## src/rtl/pipe_hazard_ctrl_pkg.sv

```systemverilog
// pipe_ctrl_pkg: stage indices, default parameters and the stage vector type for the pipeline hazard controller.
package pipe_ctrl_pkg;
  localparam int STG_PC = 0;
  localparam int STG_IF = 1;
  localparam int STG_ID = 2;
  localparam int STG_EX = 3;
  localparam int STG_MEM = 4;
  localparam int STG_WB = 5;
  localparam int NUM_STAGES_DEF = 6;
  localparam int STALL_TIMEOUT_DEF = 1024;
  typedef logic [NUM_STAGES_DEF-1:0] stage_vec_t;
endpackage

```

## src/rtl/pipe_hazard_ctrl_if.sv

```systemverilog
// pipe_hazard_ctrl_if: stall/flush/watchdog bundle; perf_cnt_o exists only with PIPE_PERF_CNT_EN.
interface pipe_hazard_ctrl_if #(
  parameter int NUM_STAGES = 6,
  parameter int CNT_W = 32
);
  logic [NUM_STAGES-1:0] stall_req;
  logic [NUM_STAGES-1:0] flush_req;
  logic [NUM_STAGES-1:0] stall_o;
  logic [NUM_STAGES-2:0] bubble_o;
  logic [NUM_STAGES-1:0] flush_o;
  logic timeout_o;
  logic timeout_clr;
  if (CNT_W < 1) begin : g_chk
    $error("CNT_W must be at least 1");
  end
`ifdef PIPE_PERF_CNT_EN
  logic [NUM_STAGES*CNT_W-1:0] perf_cnt_o;
  modport master(output stall_req, flush_req, timeout_clr,
                 input stall_o, bubble_o, flush_o, timeout_o, perf_cnt_o);
  modport slave(input stall_req, flush_req, timeout_clr,
                output stall_o, bubble_o, flush_o, timeout_o, perf_cnt_o);
`else
  modport master(output stall_req, flush_req, timeout_clr,
                 input stall_o, bubble_o, flush_o, timeout_o);
  modport slave(input stall_req, flush_req, timeout_clr,
                output stall_o, bubble_o, flush_o, timeout_o);
`endif
endinterface

```

## src/rtl/pipe_hazard_ctrl_watchdog.sv

```systemverilog
// pipe_stall_watchdog: saturating consecutive-stall counter with a sticky timeout flag; clear beats set.
module pipe_stall_watchdog #(
  parameter int STALL_TIMEOUT = 1024
) (
  input  logic clk,
  input  logic rst,
  input  logic stalling,
  input  logic clr,
  output logic timeout
);
  localparam int W = $clog2(STALL_TIMEOUT + 1);
  logic [W-1:0] cnt;
  always_ff @(posedge clk) begin
    if (rst || clr) begin
      cnt <= '0;
      timeout <= 1'b0;
    end else begin
      cnt <= !stalling ? '0 : (cnt == W'(STALL_TIMEOUT)) ? cnt : cnt + 1'b1;
      if (stalling && cnt >= W'(STALL_TIMEOUT - 1)) timeout <= 1'b1;
    end
  end
endmodule

```

## src/rtl/pipe_hazard_ctrl.sv

```systemverilog
// pipe_hazard_ctrl: thermometer stall merge, bubble strobes, deferred flush sequencing and stall watchdog; PIPE_PERF_CNT_EN adds per-stage stall counters.
module pipe_hazard_ctrl
  import pipe_ctrl_pkg::*;
#(
  parameter int NUM_STAGES = NUM_STAGES_DEF,
  parameter int STALL_TIMEOUT = STALL_TIMEOUT_DEF,
  parameter int CNT_W = 32
) (
  input logic clk,
  input logic rst,
  pipe_hazard_ctrl_if.slave bus
);
  localparam int N = NUM_STAGES;
  logic [N-1:0] raw, frz, eff, fo, so, pend;
  logic timeout;
  if (N < 2 || STALL_TIMEOUT < 2 || CNT_W < 1) begin : g_chk
    $error("pipe_hazard_ctrl: bad parameters");
  end
  always_comb begin
    raw = '0;
    frz = '0;
    fo = '0;
    raw[N-1] = bus.stall_req[N-1];
    for (int i = N - 2; i >= 0; i--) begin
      raw[i] = raw[i+1] | bus.stall_req[i];
      frz[i] = raw[i+1];
    end
    eff = (bus.flush_req | pend) & ~frz;
    eff[0] = 1'b0;
    for (int i = N - 2; i >= 0; i--) fo[i] = fo[i+1] | eff[i+1];
    so = raw & ~fo;
  end
  // a flush blocked by an older stall waits here until that stage unfreezes
  always_ff @(posedge clk)
    pend <= rst ? '0 : ((pend | bus.flush_req) & ~eff) & {{(N-1){1'b1}}, 1'b0};
  assign bus.stall_o = rst ? '0 : so;
  assign bus.flush_o = rst ? '0 : fo;
  assign bus.bubble_o = rst ? '0 : so[N-2:0] & ~so[N-1:1] & ~fo[N-2:0];
  assign bus.timeout_o = timeout;
  pipe_stall_watchdog #(.STALL_TIMEOUT(STALL_TIMEOUT)) u_wd (
    .clk(clk),
    .rst(rst),
    .stalling(|bus.stall_o),
    .clr(bus.timeout_clr),
    .timeout(timeout)
  );
`ifdef PIPE_PERF_CNT_EN
  for (genvar g = 0; g < N; g++) begin : g_perf
    logic [CNT_W-1:0] cnt;
    always_ff @(posedge clk) cnt <= rst ? '0 : cnt + CNT_W'(bus.stall_o[g]);
    assign bus.perf_cnt_o[g*CNT_W +: CNT_W] = cnt;
  end
`endif
endmodule

```

## src/flat_wrapper.sv

```systemverilog
// flat-port wrapper written by rule: the top's interface ports become plain ports
module pipe_hazard_ctrl_flat import pipe_ctrl_pkg::*;
#(
  parameter int NUM_STAGES = NUM_STAGES_DEF,
  parameter int STALL_TIMEOUT = STALL_TIMEOUT_DEF,
  parameter int CNT_W = 32
)
  (clk, rst, bus_stall_req, bus_flush_req, bus_timeout_clr, bus_stall_o, bus_bubble_o, bus_flush_o, bus_timeout_o);
  pipe_hazard_ctrl_if #(.NUM_STAGES(NUM_STAGES), .CNT_W(CNT_W)) bus_i ();
  input logic clk;
  input logic rst;
  input wire logic [$bits(bus_i.stall_req)-1:0] bus_stall_req;
  input wire logic [$bits(bus_i.flush_req)-1:0] bus_flush_req;
  input wire logic [$bits(bus_i.timeout_clr)-1:0] bus_timeout_clr;
  output wire logic [$bits(bus_i.stall_o)-1:0] bus_stall_o;
  output wire logic [$bits(bus_i.bubble_o)-1:0] bus_bubble_o;
  output wire logic [$bits(bus_i.flush_o)-1:0] bus_flush_o;
  output wire logic [$bits(bus_i.timeout_o)-1:0] bus_timeout_o;
  assign bus_i.stall_req = bus_stall_req;
  assign bus_i.flush_req = bus_flush_req;
  assign bus_i.timeout_clr = bus_timeout_clr;
  assign bus_stall_o = bus_i.stall_o;
  assign bus_bubble_o = bus_i.bubble_o;
  assign bus_flush_o = bus_i.flush_o;
  assign bus_timeout_o = bus_i.timeout_o;
  pipe_hazard_ctrl #(.NUM_STAGES(NUM_STAGES), .STALL_TIMEOUT(STALL_TIMEOUT), .CNT_W(CNT_W)) u_core (.clk(clk), .rst(rst), .bus(bus_i));
endmodule
```

## config.mk

```make
export PLATFORM = sky130hd
export DESIGN_NAME = pipe_hazard_ctrl_flat
export DESIGN_NICKNAME = d
export VERILOG_FILES = /design/src/rtl/pipe_hazard_ctrl_pkg.sv /design/src/rtl/pipe_hazard_ctrl_if.sv /design/src/rtl/pipe_hazard_ctrl_watchdog.sv /design/src/rtl/pipe_hazard_ctrl.sv /design/src/flat_wrapper.sv
export SDC_FILE = /design/constraint.sdc
export NUM_CORES = 1
export LEC_CHECK = 0
export CAP_MARGIN = 20
export CORE_MARGIN = 5
export CORE_UTILIZATION = 35
export DETAILED_ROUTE_END_ITERATION = 8
export PLACE_DENSITY_LB_ADDON = 0.12
export SYNTH_ARGS = -nofsm -noshare
export SYNTH_HDL_FRONTEND = slang
export SYNTH_SLANG_ARGS = --single-unit
export TNS_END_PERCENT = 5
```

## constraint.sdc

```tcl
create_clock -name clk -period 2.46 [get_ports clk]
set_clock_uncertainty 0.2 [all_clocks]
set_input_delay 0.369 -clock clk [delete_from_list [all_inputs] [get_ports clk]]
set_output_delay 0.369 -clock clk [all_outputs]
set_load 0.05 [all_outputs]
```

### Word level (Yosys, flattened, before mapping)

Cells that the tools add are included.

* flip-flop bits (word level): 17
* bits of input ports: 15
* output and inout port bits: 18
* word-level logic and storage cells: 34

* add/sub/neg operators: 1
* order comparisons: 1
* eq/ne operators: 1
* mux-type cells: 3
* bitwise operators: 21
* reduce and logical (&&, ||, !) cells: 4

Operator list (number)
* 6-bit bitwise AND: 3
* 5-bit inverter with 6-bit output: 2
* 11-bit by 1-bit adder with 11-bit output, second input constant: 1
* 11-bit equality test, second input constant: 1
* 11-bit by 10-bit >= comparator with 1-bit output, second input constant: 1
* 5-bit bitwise AND: 2
* 5-bit two-way mux: 2
* 5-bit inverter: 2
* 1-bit bitwise OR: 9
* 6-bit two-way mux: 1
* 6-bit inverter: 1
* 6-bit bitwise OR: 1
* 6-bit OR reduction: 1
* 2-bit OR reduction: 1
* 1-bit logical AND: 1
* 1-bit logical OR: 1
* 1-bit inverter: 1

### Longest topological paths before layout

Gate-level depths: netlist of the first run.

* depth in word-level cells: 16
* mapped depth: 6
* depth with buffers taken out: 5

### By module

A second synthesis of the first run with hierarchy kept.

* cells, all modules: 122
* area total of the unflattened synthesis: 945.9 µm²

Modules (own cells, without submodules)
* pipe_stall_watchdog: times used 1, cells each 68, area an instance 590.6 µm²
* pipe_hazard_ctrl: times used 1, cells each 54, area an instance 355.3 µm²

### Worst setup path after synthesis of the first run

OpenSTA, ideal clock, no wires.

* path type: input to output
* start: input bus_stall_req[5]
* end: output bus_bubble_o[0]
* arrival time: 2.469 ns
* path slack: -0.578 ns
* stages on the path: 2
* buffers on the path: 0
* cell sequence: or4_4 > nor4_1

* longest elaborated chain between the ends: 11

Ends and longest elaborated chain
* start: declaration: RTL line flat_wrapper.sv:12 `input wire logic [$bits(bus_i.stall_req)-1:0] bus_stall_req;`
* 5-bit inverter with 6-bit output or 1-bit bitwise OR (tied branches): RTL line pipe_hazard_ctrl.sv:28, pipe_hazard_ctrl.sv:25
* 6-bit bitwise AND (tied with other cells): RTL line pipe_hazard_ctrl.sv:28 `eff = (bus.flush_req | pend) & ~frz;`
* 1-bit bitwise OR (tied with other cells) (2 in series): RTL line pipe_hazard_ctrl.sv:30 `for (int i = N - 2; i >= 0; i--) fo[i] = fo[i+1] | eff[i+1];`
* 1-bit bitwise OR or 6-bit bitwise AND (tied branches): RTL line pipe_hazard_ctrl.sv:30, pipe_hazard_ctrl.sv:28
* 1-bit bitwise OR or 5-bit inverter with 6-bit output (tied branches): RTL line pipe_hazard_ctrl.sv:30, pipe_hazard_ctrl.sv:31
* 5-bit inverter with 6-bit output or 6-bit bitwise AND (tied branches): RTL line pipe_hazard_ctrl.sv:31 `so = raw & ~fo;`
* 6-bit bitwise AND or 5-bit inverter (tied branches): RTL line pipe_hazard_ctrl.sv:31, pipe_hazard_ctrl.sv:38
* 5-bit bitwise AND: RTL line pipe_hazard_ctrl.sv:38 `assign bus.bubble_o = rst ? '0 : so[N-2:0] & ~so[N-1:1] & ~fo[N-2:0];`
* 5-bit bitwise AND *: RTL line pipe_hazard_ctrl.sv:38
* 5-bit two-way mux *: RTL line pipe_hazard_ctrl.sv:38
* end: declaration: RTL line flat_wrapper.sv:16 `output wire logic [$bits(bus_i.bubble_o)-1:0] bus_bubble_o;`

Mark *: on every way between the ends. The rest lies on a longest branch, timed or not.

### Worst setup path after layout of the first run

* start: input bus_flush_req[3]
* end: output bus_stall_o[1]

* longest elaborated chain between the ends: 7

Ends and longest elaborated chain
* start: declaration: RTL line flat_wrapper.sv:13 `input wire logic [$bits(bus_i.flush_req)-1:0] bus_flush_req;`
* 6-bit bitwise OR: RTL line pipe_hazard_ctrl.sv:28
* 6-bit bitwise AND: RTL line pipe_hazard_ctrl.sv:28
* 1-bit bitwise OR (2 in series): RTL line pipe_hazard_ctrl.sv:30
* 5-bit inverter with 6-bit output: RTL line pipe_hazard_ctrl.sv:31
* 6-bit bitwise AND: RTL line pipe_hazard_ctrl.sv:31
* 6-bit two-way mux: RTL line pipe_hazard_ctrl.sv:36 `assign bus.stall_o = rst ? '0 : so;`
* end: declaration: RTL line flat_wrapper.sv:15 `output wire logic [$bits(bus_i.stall_o)-1:0] bus_stall_o;`

No other way between the ends.

==> results.cfg, run 1 <==
[timing]
finalSetupTns_ns = 0
setup_ws_ns = 0.0468
min_period_over_period_pct = 98.1
finalCriticalPeriod_ns = 2.41
relSlewSlack_pct = 59.8
tightest_slew_ns = 0.604
slew_viol_final = 0
setup_viol = 0
rsz0062_at_grt = true
fmax_ghz = 0.414
hold_violations = 0

[setup_path]
arrival_ns = 1.84
crit_path_max_incr_delay_ns = 0.47
critPathBufInv = 2
worstPathMaxFanout = 5
crit_type = in2out
crit_path_start_kind = input pin
path_delay_family = buffers and inverters
required_ns = 1.89
cp-end-kind = output port
crit_chain = clkdlybuf4s50_1 > nor2_4 > o221ai_4 > or2_1 > nor2_1 > buf_12
crit_slowest_cell = clkdlybuf4s50_1

[routing]
firstDrtPassIters = 4
drc = 0
vias = 1078
drt-initial-drc-count = 31
wire_per_inst_um = 13.8
vias_per_cell = 5.26
drt-total-wl_um = 2830
ant_nets = 0

[placement]
pre_cts_ws_ns = -0.214
place_congestion = 0.854
dpl-instance-area_sq_um = 1680
dp_hpwl_um = 2110
dpl.cell_count = 198
port_buffers = 30

[pwr]
ir_drop_v = 0.000386
leakagePower_nw = 0.659
power_density_nw_per_um2 = 378

[cts]
cts.clk_slew.worst_paths_ns = 0.10
cts_hold_buf = 0
clk_latency_ns = 0.29
cts_tree = done
htree_levels = 1
cts_buffer_depth = 2
cts_buffers = 3
cts.sinks = 16
cts_root_buffer = clkbuf_4

[global_route]
grt_usage_pct = 13.9
grt_max_degree = 13
grt_first_pass_wirelength_um = 4700
grt_pass1_vias = 1053
antenna_found_initial = 0
overflow = 0

[final_layout]
register_area_sq_um = 320
final_common_cell = buf_4
utilization_pct = 65.1
n_antenna_cell = 0
nets = 192
final_area_sq_um = 1830
final_cell_mix = 22 x buf_4, 18 x buf_12, 16 x dfxtp_1, 11 x clkdlybuf4s50_1
final_cells = 205
drive_gt1_share_pct = 41.4
area_delta_synth_final_pct = 76.8
multi_input_area_sq_um = 746
n_fill_cell = 235

[synth]
ys_seq_area_share_pct = 31.0
yosys.cell_types.count = 36
async_flop_share_pct = 0
synthesis.nets = 139
ys_warn_count = 0
syn_avg_cell_area_sq_um = 8.47
ys_ff_latch = 16
synth_edf_count = 0
ys.flop_type = dfxtp_1
synthesis.area_sq_um = 1030
syn_inst = 122

[floorplanning]
die_w_um = 64.3
rows = 19
die_h_um = 64.3
initial_core_util_pct = 36.8
core_sq_um = 2810
dieArea_sq_um = 4140
io_pins = 33

[job]
maxCapViolCount = 0

[hold_path]
hp-class = reg2reg

[outcome]
outcome = complete, no violations
power breakdown:
part	internal (mW)	total, mW	switching (mW)
Sequential	0.265	0.269	0.00456
Clock	0.0901	0.173	0.0831
Combinational	0.119	0.247	0.129
Total	0.474	0.690	0.216
flip-flops by register name, indices dropped and copies added (netlist names):
signal / count
u_core.pend: 4
u_core.u_wd.cnt: 11
u_core.u_wd.timeout: 1
repair_timing:
action | in CTS | in global routing
buffers inserted | 1 | 2
hold endpoints to repair | 0 | 0
gates resized for setup | 14 | 4
pin swaps | 4 | 7
setup endpoints to repair | 10 | 7
worst register-to-register path, cell delays in order, from the launching register on:
cell and delay (ns):
dfxtp_1 0.32, nor2_2 0.18, o221ai_4 0.18, buf_4 0.20, o311a_1 0.38, buf_12 0.16
a211oi_1 0.15
per-layer routing:
layer | vias to the layer above | wire, um | GRT usage, %
li1 | 547 | - | -
met5 | - | 0 | 0
met2 | 32 | 1440 | 24.7
met3 | 2 | 132 | 3.68
met1 | 497 | 1250 | 17.0
met4 | 0 | 12 | 2.37
final timing paths:
check                                          from                  end  slack (ns)  cells after the start
worst min register to register  u_core.u_wd.timeout  u_core.u_wd.timeout        0.34                      1
worst max-delay path               bus_flush_req[3]       bus_stall_o[1]        0.05                      6
worst min-delay path            u_core.u_wd.timeout  u_core.u_wd.timeout        0.34                      1
worst max register to register       u_core.pend[4]   u_core.u_wd.cnt[2]        0.63                      6
stage by stage:
stage          hold slack [ns]  power (mW)
2_1_floorplan            0.283       0.386
3_5_place_dp             0.328       0.503
3_3_place_gp             0.316       0.501
4_1_cts                  0.350       0.693
5_1_grt                  0.396       0.727
6_report                 0.339       0.690
cell usage after synthesis, types with 4 or more instances:
cell      n  share of area [%]
dfxtp_1  16                 31
xor2_1    4                3.4
nor3_2   10                9.7
nor2b_1   4                2.4
nand2_1   4                1.5
nor3_1   10                4.8
xnor2_1   5                4.2
inv_1     4                1.5
nor4_1    7                4.2
nor2_1   16                5.8
nand4_1   4                2.4
a21oi_1   4                1.9
cell families after synthesis:
family / count (synthesis) / share of synthesized area [%]
other cells: 1 / 0.363
fa+ha+maj: 2 / 2.42
simple gates: 67 / 39.5
xor+xnor: 9 / 7.63
compound gates: 15 / 12.7
buf+inv: 11 / 5.45
mux: 1 / 0.969
flops: 16 / 31.0
layout make-up:
class	count	share of cell area, %
clock buffer	4	1.99
multi-input combinational	95	40.8
tap	31	2.12
timing repair buffer	54	36.5
inverter	5	1.03
sequential	16	17.5
No activity file was read; power rests on OpenSTA's default activity.
==> inputs of run 2 (changes only) <==
SLEW_MARGIN = 15   (was unset)
==> results of run 2 <==
No change in the layout: final DEF, timing and power equal those of run 1.
